==> src/rtl/uart_link_rx.sv <==
// uart_link_rx: UART receiver (start, DATA_WIDTH data bits LSB first, stop)
// feeding a small receive FIFO with ready/valid pop, frame error and overrun
// pulses. Define UART_RX_PARITY_EN to add an even-parity bit after the data.
module uart_link_rx #(
  parameter int DATA_WIDTH            = 8,
  parameter int UART_CLOCKS_PER_PULSE = 5208,
  parameter int FIFO_DEPTH            = 4
) (
  input  logic                  clk,
  input  logic                  rstn,
  input  logic                  rx,
  output logic [DATA_WIDTH-1:0] data_out,
  output logic                  data_valid,
  input  logic                  data_ready,
  output logic                  frame_err,
  output logic                  overrun,
  output logic                  busy
);

  localparam int CW = $clog2(UART_CLOCKS_PER_PULSE);
  localparam int BW = (DATA_WIDTH > 1) ? $clog2(DATA_WIDTH) : 1;
  localparam int AW = (FIFO_DEPTH > 1) ? $clog2(FIFO_DEPTH) : 1;
  localparam logic [CW-1:0] BIT_RELOAD  = CW'(UART_CLOCKS_PER_PULSE - 1);
  localparam logic [CW-1:0] HALF_RELOAD = CW'(UART_CLOCKS_PER_PULSE / 2 - 1);
  localparam logic [BW-1:0] LAST_BIT    = BW'(DATA_WIDTH - 1);
  localparam logic [AW:0]   FULL_COUNT  = (AW+1)'(FIFO_DEPTH);

`ifdef UART_RX_PARITY_EN
  typedef enum logic [2:0] {S_IDLE, S_START, S_DATA, S_PARITY, S_STOP, S_WAIT_HIGH} state_t;
`else
  typedef enum logic [2:0] {S_IDLE, S_START, S_DATA, S_STOP, S_WAIT_HIGH} state_t;
`endif

  state_t                r_state, w_state_next;
  logic                  r_rx_meta, r_rx_s, r_rx_prev;
  logic [CW-1:0]         r_cnt, w_cnt_next;
  logic [BW-1:0]         r_bit, w_bit_next;
  logic [DATA_WIDTH-1:0] r_shift, w_shift_next;
  logic                  r_frame_err, w_frame_err;
  logic                  r_overrun, w_overrun;
  logic                  w_push, w_pop, w_full, w_wr_en, w_tick, w_par_ok;
  logic [DATA_WIDTH-1:0] r_mem [FIFO_DEPTH];
  logic [AW-1:0]         r_wr_ptr, r_rd_ptr;
  logic [AW:0]           r_count;

`ifdef UART_RX_PARITY_EN
  logic r_par, w_par_next;
  // Even parity: data bits plus the received parity bit must hold an even number of ones.
  assign w_par_ok = ~^{r_shift, r_par};
`else
  assign w_par_ok = 1'b1;
`endif

  assign w_tick     = (r_cnt == '0);
  assign data_valid = (r_count != '0);
  assign data_out   = data_valid ? r_mem[r_rd_ptr] : '0;
  assign busy       = (r_state != S_IDLE);
  assign frame_err  = r_frame_err;
  assign overrun    = r_overrun;
  assign w_pop      = data_valid && data_ready;
  assign w_full     = (r_count == FULL_COUNT);
  // A full FIFO still accepts a push when the head leaves in the same cycle.
  assign w_wr_en    = w_push && (!w_full || w_pop);
  assign w_overrun  = w_push && w_full && !w_pop;

  // Two-flop synchronizer plus one delayed copy for falling-edge detection.
  always_ff @(posedge clk or negedge rstn) begin
    if (!rstn) begin
      r_rx_meta <= 1'b1;
      r_rx_s    <= 1'b1;
      r_rx_prev <= 1'b1;
    end else begin
      r_rx_meta <= rx;
      r_rx_s    <= r_rx_meta;
      r_rx_prev <= r_rx_s;
    end
  end

  // Receiver state, bit timer, shift register and flag pulses.
  always_ff @(posedge clk or negedge rstn) begin
    if (!rstn) begin
      r_state     <= S_IDLE;
      r_cnt       <= '0;
      r_bit       <= '0;
      r_shift     <= '0;
      r_frame_err <= 1'b0;
      r_overrun   <= 1'b0;
`ifdef UART_RX_PARITY_EN
      r_par       <= 1'b0;
`endif
    end else begin
      r_state     <= w_state_next;
      r_cnt       <= w_cnt_next;
      r_bit       <= w_bit_next;
      r_shift     <= w_shift_next;
      r_frame_err <= w_frame_err;
      r_overrun   <= w_overrun;
`ifdef UART_RX_PARITY_EN
      r_par       <= w_par_next;
`endif
    end
  end

  // Next-state logic: timer counts down and each expiry is one mid-bit sample.
  always_comb begin
    w_state_next = r_state;
    w_cnt_next   = w_tick ? BIT_RELOAD : r_cnt - CW'(1);
    w_bit_next   = r_bit;
    w_shift_next = r_shift;
    w_push       = 1'b0;
    w_frame_err  = 1'b0;
`ifdef UART_RX_PARITY_EN
    w_par_next   = r_par;
`endif
    case (r_state)
      S_IDLE: begin
        w_cnt_next = HALF_RELOAD;
        if (r_rx_prev && !r_rx_s) w_state_next = S_START;
      end
      S_START: begin
        if (w_tick) begin
          w_bit_next   = '0;
          w_state_next = r_rx_s ? S_IDLE : S_DATA;
        end
      end
      S_DATA: begin
        if (w_tick) begin
          w_shift_next = {r_rx_s, r_shift[DATA_WIDTH-1:1]};
          w_bit_next   = r_bit + BW'(1);
          if (r_bit == LAST_BIT) begin
`ifdef UART_RX_PARITY_EN
            w_state_next = S_PARITY;
`else
            w_state_next = S_STOP;
`endif
          end
        end
      end
`ifdef UART_RX_PARITY_EN
      S_PARITY: begin
        if (w_tick) begin
          w_par_next   = r_rx_s;
          w_state_next = S_STOP;
        end
      end
`endif
      S_STOP: begin
        if (w_tick) begin
          w_push       = r_rx_s && w_par_ok;
          w_frame_err  = !r_rx_s || !w_par_ok;
          w_state_next = r_rx_s ? S_IDLE : S_WAIT_HIGH;
        end
      end
      S_WAIT_HIGH: begin
        if (r_rx_s) w_state_next = S_IDLE;
      end
      default: w_state_next = S_IDLE;
    endcase
  end

  // FIFO pointers and occupancy; pointers wrap naturally at the power-of-two depth.
  always_ff @(posedge clk or negedge rstn) begin
    if (!rstn) begin
      r_wr_ptr <= '0;
      r_rd_ptr <= '0;
      r_count  <= '0;
    end else begin
      if (w_wr_en) r_wr_ptr <= r_wr_ptr + AW'(1);
      if (w_pop)   r_rd_ptr <= r_rd_ptr + AW'(1);
      if (w_wr_en && !w_pop)      r_count <= r_count + (AW+1)'(1);
      else if (!w_wr_en && w_pop) r_count <= r_count - (AW+1)'(1);
    end
  end

  // FIFO storage; unreset so it can map to distributed or block RAM.
  always_ff @(posedge clk) begin
    if (w_wr_en) r_mem[r_wr_ptr] <= r_shift;
  end

endmodule

==> config.mk <==
export PLATFORM = sky130hd
export DESIGN_NAME = uart_link_rx
export DESIGN_NICKNAME = d
export VERILOG_FILES = /design/src/rtl/uart_link_rx.sv
export SDC_FILE = /design/constraint.sdc
export NUM_CORES = 1
export LEC_CHECK = 0
export ABC_AREA = 1
export CAP_MARGIN = 20
export CORE_MARGIN = 2
export CORE_UTILIZATION = 40
export CTS_CLUSTER_DIAMETER = 100
export CTS_CLUSTER_SIZE = 30
export DETAILED_ROUTE_END_ITERATION = 8
export PLACE_DENSITY = 0.6
export SLEW_MARGIN = 25
export SYNTH_ARGS = -nofsm -noshare
export SYNTH_HDL_FRONTEND = slang
export SYNTH_SLANG_ARGS = --single-unit
==> constraint.sdc <==
create_clock -name clk -period 2.4 [get_ports clk]
set_clock_uncertainty 0.05 [all_clocks]
set_input_delay 0.48 -clock clk [delete_from_list [all_inputs] [get_ports clk]]
set_output_delay 0.48 -clock clk [all_outputs]
set_load 0.01 [all_outputs]
---- Yosys cells after proc, flatten, opt, wreduce, memory -nomap -nowiden ----
Memories as Yosys holds them, arrays and structs flattened.
Index checks and enable logic that the tools add are counted.
cells by class
  shift-type cells ........................ 0
  div/mod/pow operators ................... 0
  reduce and logical (&&, ||, !) cells .... 21
  muxes and demuxes ....................... 23
  equality and inequality tests ........... 12
  multiply operators ...................... 0
  bitwise gates (word level) .............. 0
  order comparisons ....................... 0
  $add $sub $neg .......................... 6
operators by type and width
  cell                                                 number
  two-way mux 3 bit                                    11
  two-way mux 13 bit                                   2
  one-hot mux 3 bit (5 select lines)                   1
  logical NOT 13 bit                                   1
  subtractor 13 x 1 -> 13 bit (second input constant)  1
  inequality test 2 bit (second input constant)        6
  == test 3 bit (second input constant)                3
  two-way mux 8 bit                                    1
  logical AND 1 bit                                    7
  adder 3 x 1 -> 3 bit (second input constant)         2
  == test 3 x 2 -> 1 bit (second input constant)       2
  two-way mux 1 bit                                    6
  one-hot mux 3 bit (2 select lines)                   1
  AND reduction 6 bit                                  1
  nonzero test 3 bit                                   2
  adder 2 x 1 -> 2 bit (second input constant)         2
  logical NOT 1 bit                                    4
  nonzero test 2 bit                                   2
  == test 3 x 1 -> 1 bit (second input constant)       1
  logical NOT 3 bit                                    1
  AND reduction 3 bit                                  1
  subtractor 3 x 1 -> 3 bit (second input constant)    1
  two-way mux 2 bit                                    1
  AND reduction 2 bit                                  1
  logical OR 1 bit                                     1
word-level totals
  RAM bits ................................ 32
  bits in registers ....................... 39
  output and inout port bits .............. 12
  memory bits (read-only) ................. 0
  bits in latches ......................... 0
  word-level logic and storage cells ...... 75
  memories ................................ 1
  input bits .............................. 4
memory list
  memory  words  bits a word  rd ports  clocked after memory_dff  write ports  line  source
  r_mem   4      8            1         0                         1            42    logic [DATA_WIDTH-1:0] r_mem [FIFO_DEPTH];

---- Longest topological paths before layout ----
  word-level depth ........................ 8
  gate-level depth with buffers ........... 12
  mapped depth without buffers ............ 12

---- Least setup slack after synthesis ----
No wires, ideal clock.
  kind .................................... reg-to-reg
  start ................................... reg r_cnt[0]
  end ..................................... reg r_count[2]
  stages on the path, launching flop included .. 13
  required time ........................... 2,225 ps
  slack ................................... 176 ps
  arrival time ............................ 2,049 ps
  library setup time ...................... 125 ps
  cells stage by stage .................... dfrtp_1 -> inv_1 -> ha_1 -> nand2_4 -> nor2_8 -> nand4_4 -> nor2_4 -> ha_1 -> inv_1 -> fa_1 -> a21oi_1 -> o21ai_0 -> xnor2_1
on the way
  longest elaborated chain between the ends .. 7
  elaborated cells between the ends (all ways) .. 9
RTL lines
  element                              line  source
  start, declared                      36    logic [CW-1:0] r_cnt, w_cnt_next;
  start signal, assigned               93    r_cnt <= w_cnt_next;
  logical NOT 13 bit *                 54    assign w_tick = (r_cnt == '0);
  two-way mux 1 bit *                  148   if (w_tick) begin
  two-way mux 1 bit *                  115   case (r_state)
  logical AND 1 bit *                  63    assign w_wr_en = w_push && (!w_full || w_pop);
  net w_wr_en                          41    logic w_push, w_pop, w_full, w_wr_en, w_tick, w_par_ok;
  logical NOT 1 bit                    171   else if (!w_wr_en && w_pop) r_count <= r_count - (AW+1)'(1);
  logical AND 1 bit                    171
  nonzero test 2 bit (no source line)  -
  end signal, assigned                 170   if (w_wr_en && !w_pop) r_count <= r_count + (AW+1)'(1);
  end signal, assigned                 171
  end, declared                        44    logic [AW:0] r_count;
Mark *: on every way through the listed nets, which the timed path passes. The rest lies on a longest branch.
A chain may end at the register's enable or synchronous reset.

---- Worst setup path after layout ----
  start ................................... reg r_state[2]
  end ..................................... out busy
on the way
  longest elaborated chain between the ends .. 1
RTL lines
  element                 line  source
  start, declared         34    state_t r_state, w_state_next;
  start signal, assigned  92    r_state <= w_state_next;
  nonzero test 3 bit      57    assign busy = (r_state != S_IDLE);
  end, declared           17    output logic busy
No other way between the ends.

==> impl_results.md <==
- Critical Path Stages: 6
- Routed wire per std cell: 12.8 um
- Reg2reg setup slack: 0.16 ns
- Antenna violations before repair: 0
- WS Path Type: reg -> out
- FF-to-FF End: r_count[2]$_DFFE_PN0P_
- Part of the cycle the worst path needs: 93.7%
- Final min period: roughly 2.2 ns
- FMAX: 0.445 GHz
- Top cells by count, synth: nand2_1, nor2_1, dfrtp_1, inv_1, edfxtp_1
- Clock latency on the worst-skew pair: 0.34 ns
- RSZ-0062 raised after global routing: no
- IO buf count: 15
- Slowest CP cell: clkdlybuf4s50_1
- Buf/Inv on CP: 4
- Via count: 2280
- Comb pwr share: 32.6%
- Internal power: 2.50 mW
- Post-route design area: between 3000 and 4000 sq um
- Hold crit path type: reg -> reg
- Cell variety after synth: 31
- CTS tree: yes
- Worst-path maximum fanout: 7
- Worst slack at placement: -0.0668 ns
- Post-DP HPWL: between 4000 and 5000 um
- Synth area leader: edfxtp_1
- Core ar.: 8090 sq um
- Remaining DRCs: 0
- R2R cell count: 12
- Vias per Instance: 4.73
- Crit-path cells: inv_1 -> buf_4 -> nand2_4 -> nor2_2 -> inv_2 -> clkdlybuf4s50_1
- Clock Sinks: 71
- Post-synth EDFFs: 32
- Initial DRC count: 86
- Row cnt: 33
- Die Footprint: 8980 sq um
- Synth top area cells: edfxtp_1, dfrtp_1, nand2_1, nor2_1, inv_1
- First-pass GRT wire length: 10400 um
- Peak supply drop: 368 uV
- Ant. Diodes: 0
- Worst Path Required: 1.87 ns
- Yosys reg bits: between 70 and 80
- Endpoints failing hold: 0
- Setup TNS: 0 ns
- Die width: 94.8 um
- Data arrival time of the worst path: 1.72 ns
- Critical path startpoint: r_state[2]$_DFFE_PN0P_
- GR Overflow Total: 0
- Synth top area share: 29.2%
- Status: finished clean
- Final nets: 385
- Clock group share of total power: 28.3%
- Fin. max-slew vios: 0
- Power Density: 969 nW/um^2
- Hold path start: r_rx_meta$_DFF_PN1_
- DR pass1 iterations: 4
- Post-route ant nets: 0
- Total power: approximately 3.8 mW
- Flop pwr share: 39.1%
- Max cap viols: 0
- Setup ws final: 0.152 ns
- Fin util: 49.0%
- Cts bufs inserted: 9
- Post-Syn Area: 3300 sq um
- P_sw: 1.34 mW
- Synth Flop Type: dfrtp_1
- Seq/Total Area, Yosys: between 50 and 60%
- Net Count, Synth: 343
- Switching Share: 34.8%
- I/O pins: 16
- CP Capture Type: output pin
- Fill cell count: 760
- Slew at the pin closest to its max-slew limit: 0.418 ns
- Reg2reg start: r_cnt[0]$_DFF_PN0_
- Post-CTS Setup Bufs: 0
- Root Driver: clkbuf_8
- Number of global-route vias before repair: between 2000 and 2500
- Syn Area/Cell: ~10 sq um
- CP startpoint kind: flip-flop
- Reg clk slew, reported paths: 0.08 ns
- Final Setup Violations: 0
- Mapped Cells: 330
- Area grow syn2layout: 20.3%
- GPL Wtd Cong: 0.796
- Max-slew headroom: 71.9%
- Clock tree buffer depth: 2
- Most frequent cell after synthesis: nand2_1
- CP top delay family: buffers and inverters
- Hold path cells: 0
- Hold path endpoint: r_rx_s$_DFF_PN1_
- DIE HEIGHT: 94.8 um
- Tot GR Track Use: 15.3%
- Layout cell share with drive strength beyond 1: 19.4%
- Number of H-tree levels: 3
- Initial Util: 40.7%
- Leak: 1.92 nW
- Placed inst area: 3710 sq um
- Synth Warn #: 0
- Largest net degree at the start of global routing: 19
- Total Wirelength: slightly above 6000 um
- Worst path max stage delay: 0.55 ns
- Post-synth ARST share: 54.9%
## per-layer routing
metal,track usage (%),wire (um),up-vias,part of all wire [%]
met5,0,0,-,0
met2,25.8,3050,35,49
met3,3.67,211,8,3.4
met4,5.31,83,0,1.3
li1,-,-,1161,-
met1,19.2,2840,1076,46
## registers in the layout, indices dropped and copies added, names as in the netlist
signal	flops
r_shift	8
frame_err	1
r_rx_meta	1
overrun	1
r_rd_ptr	2
r_cnt	13
r_count	3
r_rx_prev	1
r_bit	3
r_wr_ptr	2
r_rx_s	1
r_mem	32
r_state	3
## layout make-up
| class | instances | area (sq um) | share of cell area (%) |
|---|---|---|---|
| clock buffer | 9 | 124 | 3.12 |
| clock inverter | 7 | 104 | 2.62 |
| inverter | 39 | 150 | 3.79 |
| multi-input combinational | 216 | 1190 | 30.0 |
| sequential | 71 | 1940 | 49.0 |
| tap | 105 | 131 | 3.31 |
| timing repair buffer | 35 | 323 | 8.14 |
## cells by family (layout without fill, tap and decap cells)
logic type | after synthesis | after routing | share of synthesized area, %
buffers and inverters | 43 | 90 | 5.05
AOI/OAI and AO/OA | 46 | 46 | 7.52
xor gates and xnor gates | 7 | 7 | 1.86
adders and majority gates | 9 | 9 | 3.64
DFF | 71 | 71 | 58.9
and+or+nand+nor | 154 | 154 | 23.0
## power by group through the flow
stage,sequential [mW],combinational [mW],clock [mW]
after floorplan,1.47,0.836,0
after global placement,1.51,1.27,0
after detailed placement,1.52,1.28,0
after CTS,1.50,1.27,1.11
after global routing,1.52,1.41,1.17
final,1.50,1.25,1.09
## worst max path at each step
stage	end	slack [ns]
detailed placement	r_count[2]$_DFFE_PN0P_	-0.07
global placement	r_count[2]$_DFFE_PN0P_	-0.02
CTS	data_out[1]	0.002
finish	busy	0.15
floorplan	r_count[2]$_DFFE_PN0P_	0.18
global route	r_count[2]$_DFFE_PN0P_	0.01
## placed cells by master (no fill, tap or decap), types with 2 or more instances in the layout
cell,synthesis,final
a21oi_1,17,17
buf_4,0,18
bufinv_16,0,2
clkbuf_8,0,9
clkdlybuf4s50_1,0,6
clkinv_4,0,2
dfrtp_1,36,34
dfrtp_2,0,2
dfstp_2,3,3
dlygate4sd2_1,0,2
dlymetal6s2s_1,0,6
edfxtp_1,32,32
ha_1,8,7
inv_1,34,32
inv_2,4,5
inv_6,0,3
nand2_1,57,57
nand2_2,4,4
nand2_4,3,3
nand3_1,15,15
nand4_1,2,2
nor2_1,52,52
nor2_2,5,5
nor2_4,3,3
nor2_8,2,2
nor3_1,3,3
nor3b_1,4,4
o21ai_0,25,25
o21ai_2,3,3
xnor2_1,2,2
xor2_1,5,5
## stage by stage
stage | hold WS [ns] | cells
floorplan | 0.134 | 330
global placement | 0.298 | 465
detailed placement | 0.297 | 465
CTS | 0.310 | 482
global route | 0.317 | 482
finish | 0.309 | 482
## repair_timing
| action | in CTS | in global routing |
|---|---|---|
| resized for setup | 6 | 8 |
| endpoints found under the hold margin | 6 | 0 |
| hold buffers | 1 | 0 |
| gates cloned | 0 | 0 |
| setup endpoints to repair | 8 | 8 |
| pin swaps | 0 | 0 |
Note: power is estimated with default switching activity, not from simulation.
